<file path="config.mk">
export PLATFORM = sky130hd
export DESIGN_NAME = sample_capture_ctrl_flat
export DESIGN_NICKNAME = d
export VERILOG_FILES = /design/src/rtl/sample_capture_ctrl_if.sv /design/src/rtl/sample_capture_ctrl.sv /design/src/flat_wrapper.sv
export SDC_FILE = /design/constraint.sdc
export NUM_CORES = 1
export LEC_CHECK = 0
export BUFFER_PORTS_ARGS = -buffer_cell sky130_fd_sc_hd__buf_2
export CELL_PAD_IN_SITES_DETAIL_PLACEMENT = 0
export CELL_PAD_IN_SITES_GLOBAL_PLACEMENT = 1
export CORE_MARGIN = 5
export CORE_UTILIZATION = 35
export DETAILED_ROUTE_END_ITERATION = 10
export HOLD_SLACK_MARGIN = 0.12
export PLACE_DENSITY_LB_ADDON = 0.2
export SYNTH_ARGS = -nofsm -noshare
export SYNTH_HDL_FRONTEND = slang
export SYNTH_SLANG_ARGS = --single-unit
</file>
<file path="constraint.sdc">
create_clock -name clk -period 6.2 [get_ports clk]
set_input_delay 0.31 -clock clk [delete_from_list [all_inputs] [get_ports clk]]
set_output_delay 0.31 -clock clk [all_outputs]
set_load 0.1 [all_outputs]
</file>
<file path="src/rtl/sample_capture_ctrl_if.sv">
`default_nettype none
// =============================================================================
// sample_capture_ctrl_if : write bus into the sample buffer's fabric-side port
// Rev 1.0
// =============================================================================
interface sample_capture_ctrl_if #(
  parameter int ADDR_W = 9,
  parameter int DATA_W = 16
);
  logic [ADDR_W-1:0]   buf_address;
  logic                buf_chipselect;
  logic                buf_write;
  logic [DATA_W/8-1:0] buf_byteenable;
  logic [DATA_W-1:0]   buf_writedata;

  modport master (
    output buf_address, buf_chipselect, buf_write, buf_byteenable, buf_writedata
  );

  modport slave (
    input buf_address, buf_chipselect, buf_write, buf_byteenable, buf_writedata
  );
endinterface
`default_nettype wire

</file>
<file path="src/rtl/sample_capture_ctrl.sv">
`default_nettype none
// =============================================================================
// sample_capture_ctrl : single-shot / ping-pong sample capture into a buffer
// Rev 1.0
// =============================================================================
module sample_capture_ctrl #(
  parameter int ADDR_W          = 9,
  parameter int DATA_W          = 16,
  parameter bit HALF_TIMEOUT_EN = 1'b1
) (
  input  wire                   clk,
  input  wire                   reset,
  input  wire                   cfg_start,
  input  wire                   cfg_stop,
  input  wire  [ADDR_W:0]       cfg_length,
  input  wire                   cfg_continuous,
  input  wire                   cfg_trig_en,
  input  wire                   trig_in,
  input  wire                   smp_valid,
  input  wire  [DATA_W-1:0]     smp_data,
  input  wire                   half_ack,
  sample_capture_ctrl_if.master bus,
  output logic                  busy,
  output logic                  done,
  output logic                  overflow,
  output logic                  irq_half,
  output logic                  half_id,
  output logic [ADDR_W:0]       wr_count
);

  localparam logic [ADDR_W:0]     c_DEPTH     = (ADDR_W+1)'(2**ADDR_W);
  localparam logic [ADDR_W-1:0]   c_HALF_LAST = ADDR_W'(2**(ADDR_W-1) - 1);
  localparam logic [ADDR_W-1:0]   c_LAST      = {ADDR_W{1'b1}};
  localparam logic [DATA_W/8-1:0] c_BE_ALL    = {(DATA_W/8){1'b1}};

  typedef enum logic [1:0] {
    S_IDLE    = 2'd0,
    S_ARMED   = 2'd1,
    S_CAPTURE = 2'd2,
    S_DONE    = 2'd3
  } state_t;

  state_t              r_state;
  state_t              w_next_state;

  logic                r_trig_prev;
  logic                r_cont;
  logic [ADDR_W:0]     r_len;
  logic [ADDR_W:0]     r_count;
  logic [ADDR_W-1:0]   r_ptr;
  logic [1:0]          r_pending;
  logic                r_done;
  logic                r_overflow;
  logic                r_irq_half;
  logic                r_half_id;

  logic [ADDR_W-1:0]   r_buf_address;
  logic                r_buf_write;
  logic [DATA_W/8-1:0] r_buf_byteenable;
  logic [DATA_W-1:0]   r_buf_writedata;

  logic                w_trig_edge;
  logic                w_start;
  logic [ADDR_W:0]     w_len_clamped;
  logic                w_accept;
  logic                w_ovf;
  logic                w_write;
  logic                w_last;
  logic                w_stop;
  logic [1:0]          w_pend_set;
  logic [1:0]          w_pend_clr;

  assign w_trig_edge   = trig_in & ~r_trig_prev;
  // A start colliding with a stop is dropped, and only counts from IDLE/DONE.
  assign w_start       = cfg_start & ~cfg_stop &
                         ((r_state == S_IDLE) | (r_state == S_DONE));
  assign w_len_clamped = ((cfg_length == '0) || (cfg_length > c_DEPTH)) ?
                         c_DEPTH : cfg_length;

  always_ff @(posedge clk) begin
    if (reset) begin
      r_state <= S_IDLE;
    end else begin
      r_state <= w_next_state;
    end
  end

  always_comb begin
    w_next_state = r_state;
    w_accept     = 1'b0;
    w_stop       = 1'b0;
    w_ovf        = 1'b0;
    w_write      = 1'b0;
    w_last       = 1'b0;

    case (r_state)
      S_IDLE, S_DONE: begin
        if (w_start) begin
          w_next_state = cfg_trig_en ? S_ARMED : S_CAPTURE;
        end
      end
      S_ARMED: begin
        if (cfg_stop) begin
          w_stop       = 1'b1;
          w_next_state = S_DONE;
        end else if (w_trig_edge) begin
          // The sample on the edge cycle is the first one kept.
          w_accept     = smp_valid;
          w_next_state = S_CAPTURE;
        end
      end
      S_CAPTURE: begin
        if (cfg_stop) begin
          w_stop       = 1'b1;
          w_next_state = S_DONE;
        end else begin
          w_accept = smp_valid;
        end
      end
      default: w_next_state = S_IDLE;
    endcase

    w_ovf   = w_accept & r_cont & HALF_TIMEOUT_EN & r_pending[r_ptr[ADDR_W-1]];
    w_write = w_accept & ~w_ovf;
    w_last  = w_write & ~r_cont & ((r_count + (ADDR_W+1)'(1)) == r_len);

    if (w_ovf || w_last) begin
      w_next_state = S_DONE;
    end
  end

  assign w_pend_set[0] = w_write & r_cont & (r_ptr == c_HALF_LAST);
  assign w_pend_set[1] = w_write & r_cont & (r_ptr == c_LAST);
  assign w_pend_clr    = half_ack ? (r_half_id ? 2'b10 : 2'b01) : 2'b00;

  always_ff @(posedge clk) begin
    if (reset) begin
      r_trig_prev      <= 1'b0;
      r_cont           <= 1'b0;
      r_len            <= '0;
      r_count          <= '0;
      r_ptr            <= '0;
      r_pending        <= '0;
      r_done           <= 1'b0;
      r_overflow       <= 1'b0;
      r_irq_half       <= 1'b0;
      r_half_id        <= 1'b0;
      r_buf_address    <= '0;
      r_buf_write      <= 1'b0;
      r_buf_byteenable <= '0;
      r_buf_writedata  <= '0;
    end else begin
      r_trig_prev <= trig_in;
      r_buf_write <= w_write;
      r_irq_half  <= |w_pend_set;

      if (w_start) begin
        r_len      <= w_len_clamped;
        r_cont     <= cfg_continuous;
        r_count    <= '0;
        r_ptr      <= '0;
        r_pending  <= '0;
        r_done     <= 1'b0;
        r_overflow <= 1'b0;
      end else begin
        // A set on the same cycle as an ack of that half leaves it set.
        r_pending <= (r_pending & ~w_pend_clr) | w_pend_set;
      end

      if (w_write) begin
        r_buf_address    <= r_ptr;
        r_buf_writedata  <= smp_data;
        r_buf_byteenable <= c_BE_ALL;
        r_ptr            <= r_ptr + ADDR_W'(1);
        if (r_count != c_DEPTH) begin
          r_count <= r_count + (ADDR_W+1)'(1);
        end
      end

      if (w_pend_set[1]) begin
        r_half_id <= 1'b1;
      end else if (w_pend_set[0]) begin
        r_half_id <= 1'b0;
      end

      if (w_stop || w_ovf || w_last) begin
        r_done <= 1'b1;
      end
      if (w_ovf) begin
        r_overflow <= 1'b1;
      end
    end
  end

  assign bus.buf_address    = r_buf_address;
  assign bus.buf_chipselect = r_buf_write;
  assign bus.buf_write      = r_buf_write;
  assign bus.buf_byteenable = r_buf_byteenable;
  assign bus.buf_writedata  = r_buf_writedata;

  assign busy     = (r_state == S_ARMED) | (r_state == S_CAPTURE);
  assign done     = r_done;
  assign overflow = r_overflow;
  assign irq_half = r_irq_half;
  assign half_id  = r_half_id;
  assign wr_count = r_count;

endmodule
`default_nettype wire
</file>
<file path="src/flat_wrapper.sv">
// flat-port wrapper written by rule: the top's interface ports become plain ports
module sample_capture_ctrl_flat 
#(
  parameter int ADDR_W          = 9,
  parameter int DATA_W          = 16,
  parameter bit HALF_TIMEOUT_EN = 1'b1
)
  (clk, reset, cfg_start, cfg_stop, cfg_length, cfg_continuous, cfg_trig_en, trig_in, smp_valid, smp_data, half_ack, busy, done, overflow, irq_half, half_id, wr_count, bus_buf_address, bus_buf_chipselect, bus_buf_write, bus_buf_byteenable, bus_buf_writedata);
  sample_capture_ctrl_if #(.ADDR_W(ADDR_W), .DATA_W(DATA_W)) bus_i ();
  input  wire clk;
  input  wire reset;
  input  wire cfg_start;
  input  wire cfg_stop;
  input  wire  [ADDR_W:0] cfg_length;
  input  wire cfg_continuous;
  input  wire cfg_trig_en;
  input  wire trig_in;
  input  wire smp_valid;
  input  wire  [DATA_W-1:0] smp_data;
  input  wire half_ack;
  output logic busy;
  output logic done;
  output logic overflow;
  output logic irq_half;
  output logic half_id;
  output logic [ADDR_W:0] wr_count;
  output wire logic [$bits(bus_i.buf_address)-1:0] bus_buf_address;
  output wire logic [$bits(bus_i.buf_chipselect)-1:0] bus_buf_chipselect;
  output wire logic [$bits(bus_i.buf_write)-1:0] bus_buf_write;
  output wire logic [$bits(bus_i.buf_byteenable)-1:0] bus_buf_byteenable;
  output wire logic [$bits(bus_i.buf_writedata)-1:0] bus_buf_writedata;
  assign bus_buf_address = bus_i.buf_address;
  assign bus_buf_chipselect = bus_i.buf_chipselect;
  assign bus_buf_write = bus_i.buf_write;
  assign bus_buf_byteenable = bus_i.buf_byteenable;
  assign bus_buf_writedata = bus_i.buf_writedata;
  sample_capture_ctrl #(.ADDR_W(ADDR_W), .DATA_W(DATA_W), .HALF_TIMEOUT_EN(HALF_TIMEOUT_EN)) u_core (.clk(clk), .reset(reset), .cfg_start(cfg_start), .cfg_stop(cfg_stop), .cfg_length(cfg_length), .cfg_continuous(cfg_continuous), .cfg_trig_en(cfg_trig_en), .trig_in(trig_in), .smp_valid(smp_valid), .smp_data(smp_data), .half_ack(half_ack), .bus(bus_i), .busy(busy), .done(done), .overflow(overflow), .irq_half(irq_half), .half_id(half_id), .wr_count(wr_count));
endmodule
</file>
==> results of run 1 <==
[tightest hold or removal path, delay by kind of cell]
family / cells / cell delay, ns
buffers and inverters: 1 / 0.09
AO/OA/AOI/OAI: 1 / 0.05
AND/OR/NAND/NOR: 1 / 0.04
[stage by stage]
stage | hold WS, ns | std cells
2_1_floorplan | 0.436 | 383
6_report | 0.200 | 562
3_3_place_gp | 0.430 | 546
4_1_cts | 0.187 | 562
3_5_place_dp | 0.435 | 546
5_1_grt | 0.197 | 562
[registers in the layout, indices dropped and copies added (netlist names), 2 cells and up]
name,flops
u_core.r_state,2
u_core.r_pending,2
u_core.wr_count,10
u_core.r_ptr,9
u_core.r_len,10
u_core.bus.buf_address,9
u_core.bus.buf_writedata,16
[power by group through the flow]
stage | clock network, W | logic, W | registers [W]
2_1_floorplan | 0 | 0.000201 | 0.000527
3_3_place_gp | 0 | 0.000313 | 0.000474
3_5_place_dp | 0 | 0.000318 | 0.000475
4_1_cts | 0.000451 | 0.000320 | 0.000465
5_1_grt | 0.000466 | 0.000344 | 0.000467
6_report | 0.000441 | 0.000318 | 0.000465
[cell families (layout without fill, tap and decap cells)]
| kind of cell | count (synthesis) | after routing |
|---|---|---|
| and+or+nand+nor | 154 | 154 |
| AOI/OAI and AO/OA | 106 | 106 |
| DFF | 66 | 66 |
| buffers and inverters | 36 | 104 |
| xor gates and xnor gates | 10 | 10 |
| adders and majority gates | 7 | 7 |
| muxes | 4 | 4 |
[final cells by class]
type	count	area share
clock buffer	10	0.0332
sequential	66	0.344
timing repair buffer	79	0.104
multi-input combinational	281	0.445
tap	111	0.0361
clock inverter	6	0.0293
inverter	9	0.00879
[worst paths after layout]
path | endpoint | from | cells past startpoint | slack [ns]
worst min register to register | u_core.overflow | u_core.overflow | 2 | 0.45
worst max register to register | u_core.r_ptr[7] | u_core.r_state[0] | 7 | 3.40
worst max-delay path | u_core.r_ptr[7] | u_core.r_state[0] | 7 | 3.40
worst min-delay path | u_core.bus.buf_writedata[14] | smp_data[14] | 3 | 0.20
[cell usage after synthesis (3+ instances only)]
library cell,instances,share of area
xor2_1,3,0.0082
nand3_1,10,0.016
nor3_1,11,0.017
clkbuf_1,6,0.0070
buf_2,11,0.017
ha_1,7,0.027
nor4_1,3,0.0058
xnor2_1,6,0.016
or3_1,8,0.016
a311oi_1,3,0.0082
a211oi_1,4,0.0093
nand3b_1,8,0.019
nand2_1,71,0.083
inv_1,9,0.010
mux2i_1,3,0.0093
nand4_1,3,0.0058
buf_4,4,0.0093
a21boi_0,3,0.0070
nor2_1,14,0.016
a21oi_1,53,0.082
dfxtp_1,66,0.41
a22o_1,7,0.019
and3_1,4,0.0078
o21ai_0,14,0.022
nand4b_1,3,0.0082
[metal layers]
layer  part of all wire  vias to the layer above
li1                   -                     1498
met1               0.51                     1312
met2               0.41                       81
met3              0.074                        9
met4              0.010                        0
met5                  0                        -
==> metrics.md, run 1 <==
| Metric | Value |
|---|---|
| Compound-Gate Fraction of Synth Area | 0.210 |
| Layout cells sized above 1 | 0.242 |
| Drt pass-1 iters | 4 |
| Design area | between 3000 and 4000 sq um |
| Detail Route Antenna Nets | 0 |
| Slowest CP cell | or4_1 |
| DR DRC count | 0 |
| All-Layer GR Usage | 0.150 |
| Mapped Nets | 425 |
| Busiest layer in global routing | met2 |
| Worst slew margin | 0.271 |
| Sw Pwr | approximately 0.00043 W |
| IO buf count | 78 |
| Worst-skew pair later-pin latency | 0.33 ns |
| Min Tclk post-route | 2.80 ns |
| Clock share of power | 0.360 |
| Total chip power | 0.00122 W |
| Count of final hold-check violations | 0 |
| Area growth syn-to-layout | 19.2% |
| Crit path largest cell delay | 0.73 ns |
| Worst Path Max Fanout | 32 |
| Initial Util | 0.354 |
| Mux cell area share after synthesis | 0.0140 |
| Post-synth EDFFs | 0 |
| Post-synthesis async set-or-reset flop share | 0 |
| Final setup margin | approximately 3.4 ns |
| Skew final | about 0.010 ns |
| Setup crit end kind | flip-flop |
| CTS resizes | 0 |
| PwrDens | between 300 and 400 nW/um^2 |
| Yosys cell types | between 60 and 70 |
| CTS tree | built |
| Reg clk slew, reported paths | 0.08 ns |
| Synthesized-area fraction occupied by adder cells | 0.0272 |
| Dpl hpwl | roughly 5800 um |
| FF+latch count, synth | 66 |
| Routed via count | around 2,900 |
| Most common cell after layout, fill and taps aside | buf_2 |
| Postcts setup bufs | 0 |
| Met3 Use GR | 0.0407 |
| Logic pwr share | 0.260 |
| Setup total negative slack | 0 ns |
| Reg area | 1320 sq um |
| Status | complete, no violations |
| CTS root buf | clkbuf_8 |
| Switch share | 0.349 |
| Ys flop type | dfxtp_1 |
| Slew Limit Fails | 0 |
| DR vias/cell | 5.16 |
| Worst VDD drop | 0.151 mV |
| H-Tree Depth | 3 |
| Bufs on Longest Clock Path | 2 |
| Kind of critical path | reg2reg |
| Post-place setup slack | ~3.4 ns |
| Startpoint Class | flip-flop |
| Post-Synth Simple-Gate Area | 0.248 |
| Final period util | 0.451 |
| Placed cell areas | 3600 sq um |
| Chip height | between 100 and 150 um |
| Post-Syn Area per Cell | roughly 8.4 sq um |
| Die area | 11,200 sq um |
| Mapped Area | 3220 sq um |
| CP Data Arrival Time | between 3 and 4 ns |
| Num ports | a little under 80 |
| Crit path cell chain | inv_1 > ha_1 > nor3b_2 > o21a_1 > nand2_1 > or4_1 > a21oi_1 |
| Die width | 106 um |
| Antenna diode count | 0 |
| Sequential element share of the synthesized area | 0.410 |
| GP Congestion | about 0.77 |
| Largest net degree at the start of global routing | between 60 and 70 |
| First-pass GRT wire length | 13,800 um |
| Num CTS Buffers | 9 |
| Core region area | just over 9000 sq um |
| GR Util met2 | 0.219 |
| Vias in the first global route | roughly 2,800 |
| XOR/XNOR Fraction of Synth Area | 0.0318 |
| Nets | approximately 490 |
| Hold crit path type | in2reg |
| Synthesis Warnings | 0 |
| CP bufs+invs | 1 |
| P_leak | between 1.5 and 2 nW |
| Final Core Density | 0.422 |
| Row count | 35 |
| Setup violators final | 0 |
| RSZ-0062 raised after global routing | false |
| # fillers | roughly 940 |
| CP delay by family, top | simple AND/OR/NAND/NOR gates |
| Fmax | around 0.36 GHz |
| MaxCap Viol Count | 0 |
| Iter 0 DRT Violations | between 200 and 250 |
| Multi-input logic area | between 1500 and 2000 sq um |
| Mapped Cells | 383 |
| Routed wire length | 8290 um |
| Initial antenna violation count | 0 |
| Flop pwr share | 0.380 |
| Commonest cells after routing, fill and taps aside | 78 x buf_2, 71 x nand2_1, 66 x dfxtp_1 |
| Worst Path Required | between 6 and 7 ns |
| Slew @ Worst Pin | between 1 and 1.5 ns |
| WL/cell | approximately 15 um |
| CTS Sinks | 66 |
| Overflow after GRT | 0 |
| Grt met1 use | 0.215 |
| Largest family of logic cells by synthesized area | simple AND/OR/NAND/NOR gates |
| Power Internal | 0.000796 W |
| Hold buffer count at cts | 0 |
Power figures use the tool's default switching activity.
==> run 2: changes to the inputs <==
--- a/config.mk
+++ b/config.mk
@@ -5,6 +5,7 @@
 export SDC_FILE = /design/constraint.sdc
 export NUM_CORES = 1
 export LEC_CHECK = 0
+export ABC_AREA = 1
 export BUFFER_PORTS_ARGS = -buffer_cell sky130_fd_sc_hd__buf_2
 export CELL_PAD_IN_SITES_DETAIL_PLACEMENT = 0
 export CELL_PAD_IN_SITES_GLOBAL_PLACEMENT = 1
==> constraint.sdc (replaced) <==
create_clock -name clk -period 2.8 [get_ports clk]
set_input_delay 0.14 -clock clk [delete_from_list [all_inputs] [get_ports clk]]
set_output_delay 0.14 -clock clk [all_outputs]
set_load 0.1 [all_outputs]
==> run 2 against run 1 <==
  * Sequential share of layout area is 1.7 points lower
  * Hold slack better by 0.056 ns
  * First-iteration DRC count is 56% lower
  * Die area is 5.1% lower
  * Count of clock-buffer cells in the layout is 2 higher
  * Clock power is 86% higher
  * Sequential power is 130% higher
  * Combinational power grew to 2.8 times the previous value
  * Critical path depth is 2 higher
  * Fmax is 12% higher
==> metrics.md, run 2 <==
| Metric | Value |
|---|---|
| P_leak | approximately 1.8 nW |
| Setup total negative slack | 0 ns |
| CTS tree | built |
| Max reg flops | 16 |
| Overflow after GRT | 0 |
| Design area | ~4000 sq um |
| Row count | 34 |
| GP Congestion | about 0.8 |
| Num ports | 79 |
| Routed wire length | between 8000 and 9000 um |
| Synth area leaders | dfxtp_1 43%, nand2_1 15%, inv_1 6.8% |
| RSZ-0062 raised after global routing | false |
| CP Data Arrival Time | about 2.7 ns |
| Most common cell after layout, fill and taps aside | nand2_1 |
| Final Core Density | 0.470 |
| Post-synthesis async set-or-reset flop share | 0 |
| Synth area leader | dfxtp_1 |
| Vias in the first global route | approximately 2,900 |
| Yosys top cell area share | 0.434 |
| All-Layer GR Usage | 0.163 |
| IO buf count | 78 |
| Fmax | 0.399 GHz |
| Die area | approximately 11,000 sq um |
| Largest net degree at the start of global routing | 37 |
| Layout cells sized above 1 | 0.204 |
| H-Tree Depth | 3 |
| Area growth syn-to-layout | 32.8% |
| Core region area | between 8000 and 9000 sq um |
| Initial Util | 0.354 |
| Worst slew margin | 0.518 |
| FF-to-FF path depth | 9 |
| Hold crit path type | in2reg |
| Reg clk slew, reported paths | around 0.07 ns |
| Bufs on Longest Clock Path | 2 |
| Status | complete, no violations |
| Initial antenna violation count | 0 |
| WL/cell | roughly 13 um |
| Worst VDD drop | roughly 0.42 mV |
| CTS resizes | 0 |
| First-pass GRT wire length | 13,600 um |
| Count of final hold-check violations | 0 |
| Min Tclk post-route | 2.51 ns |
| Routed via count | about 3,100 |
| Count leader, synth | nand2_1 |
| DR vias/cell | approximately 4.7 |
| CTS Sinks | 66 |
| PwrDens | 683 nW/um^2 |
| Sequential element share of the synthesized area | 0.434 |
| Detail Route Antenna Nets | 0 |
| Commonest cells after routing, fill and taps aside | 120 x nand2_1, 78 x buf_2, 66 x dfxtp_1 |
| Final period util | 0.895 |
| Ys flop type | dfxtp_1 |
| Worst Path Required | just over 3 ns |
| Mapped Area | 3040 sq um |
| Setup crit end kind | flip-flop |
| Die width | 103 um |
| Commonest cells in the netlist | 120 x nand2_1, 66 x dfxtp_1, 55 x inv_1, 37 x a21oi_1, 33 x nand3_1 |
| FF+latch count, synth | 66 |
| Chip height | a little over 100 um |
| Mapped Nets | approximately 470 |
| Startpoint Class | flip-flop |
| Post-synth EDFFs | 0 |
| Hold Path Depth | 7 |
| Setup violators final | 0 |
| Num CTS Buffers | 9 |
| Drt pass-1 iters | 4 |
| Synthesis Warnings | 0 |
| Slew Limit Fails | 0 |
| Kind of critical path | reg2reg |
| Skew final | between 0.005 and 0.006 ns |
| Mapped Cells | 423 |
| Slew @ Worst Pin | 0.719 ns |
| Dpl hpwl | between 5000 and 6000 um |
| Worst Path Max Fanout | 13 |
| CTS root buf | clkbuf_8 |
| Iter 0 DRT Violations | between 80 and 90 |
| Antenna diode count | 0 |
| Placed cell areas | around 3500 sq um |
| # fillers | between 900 and 1,000 |
| MaxCap Viol Count | 0 |
| Nets | approximately 580 |
| DR DRC count | 0 |
| Worst-skew pair later-pin latency | approximately 0.33 ns |
| Yosys cell types | 34 |
| Post-Syn Area per Cell | a little over 7 sq um |
run 2: through the flow:
stage               worst slack, ns  instances  hold WS, ns  total power [W]
finish                        0.293        647        0.256          0.00276
global route                 0.0870        647        0.281          0.00291
CTS                           0.301        647        0.230          0.00279
detailed placement            0.789        600        0.385          0.00193
global placement              0.852        600        0.374          0.00193
floorplan                     0.475        423        0.247          0.00176
run 2: worst max-delay path: stages (launching register included):
cell and delay [ns]:
dfxtp_1 0.36, inv_1 0.06, ha_1 0.35, nand3_1 0.19
inv_1 0.11, nor2_1 0.04, buf_4 0.17, inv_1 0.38
o32ai_1 0.14, dlygate4sd3_1 0.59
run 2: cells by family after synthesis:
kind of cell               synth area share
and+or+nand+nor                       0.283
AOI/OAI and AO/OA                     0.148
buffers and inverters                0.0950
DFF                                   0.434
adders and majority gates            0.0288
xor gates and xnor gates             0.0103
run 2: layout make-up:
type	instances	area (sq um)	area share
multi-input combinational	287	1430	0.354
sequential	66	1320	0.327
timing repair buffer	113	731	0.181
inverter	57	215	0.0533
clock buffer	12	155	0.0384
tap	108	135	0.0335
clock inverter	4	50.0	0.0124
run 2: report_power, final:
group          switching (W)  internal (W)  leakage, nW
Combinational       0.000670      0.000211         1.20
Sequential         0.0000503       0.00101        0.533
Clock               0.000362      0.000459       0.0986
Total                0.00108       0.00168         1.84
run 2: path summary, 6_finish.rpt:
path	start	endpoint	slack, ns
worst min-delay path	cfg_trig_en	u_core.r_state[0]	0.26
worst max-delay path	u_core.r_state[0]	u_core.r_len[8]	0.29
worst max register to register	u_core.r_state[0]	u_core.r_len[8]	0.29
worst min register to register	u_core.overflow	u_core.overflow	0.45
run 2: layer usage:
layer / up-vias / track usage / share of wire
met1: 1389 / 0.206 / 0.44
met5: - / 0 / 0
met4: 0 / 0.0588 / 0.016
met2: 59 / 0.267 / 0.49
met3: 12 / 0.0449 / 0.054
li1: 1592 / - / -
run 2: timing repair:
item | in CTS | in global routing
endpoints found under the hold margin | 30 | 0
setup buffers | 0 | 0
hold buffers | 31 | 0
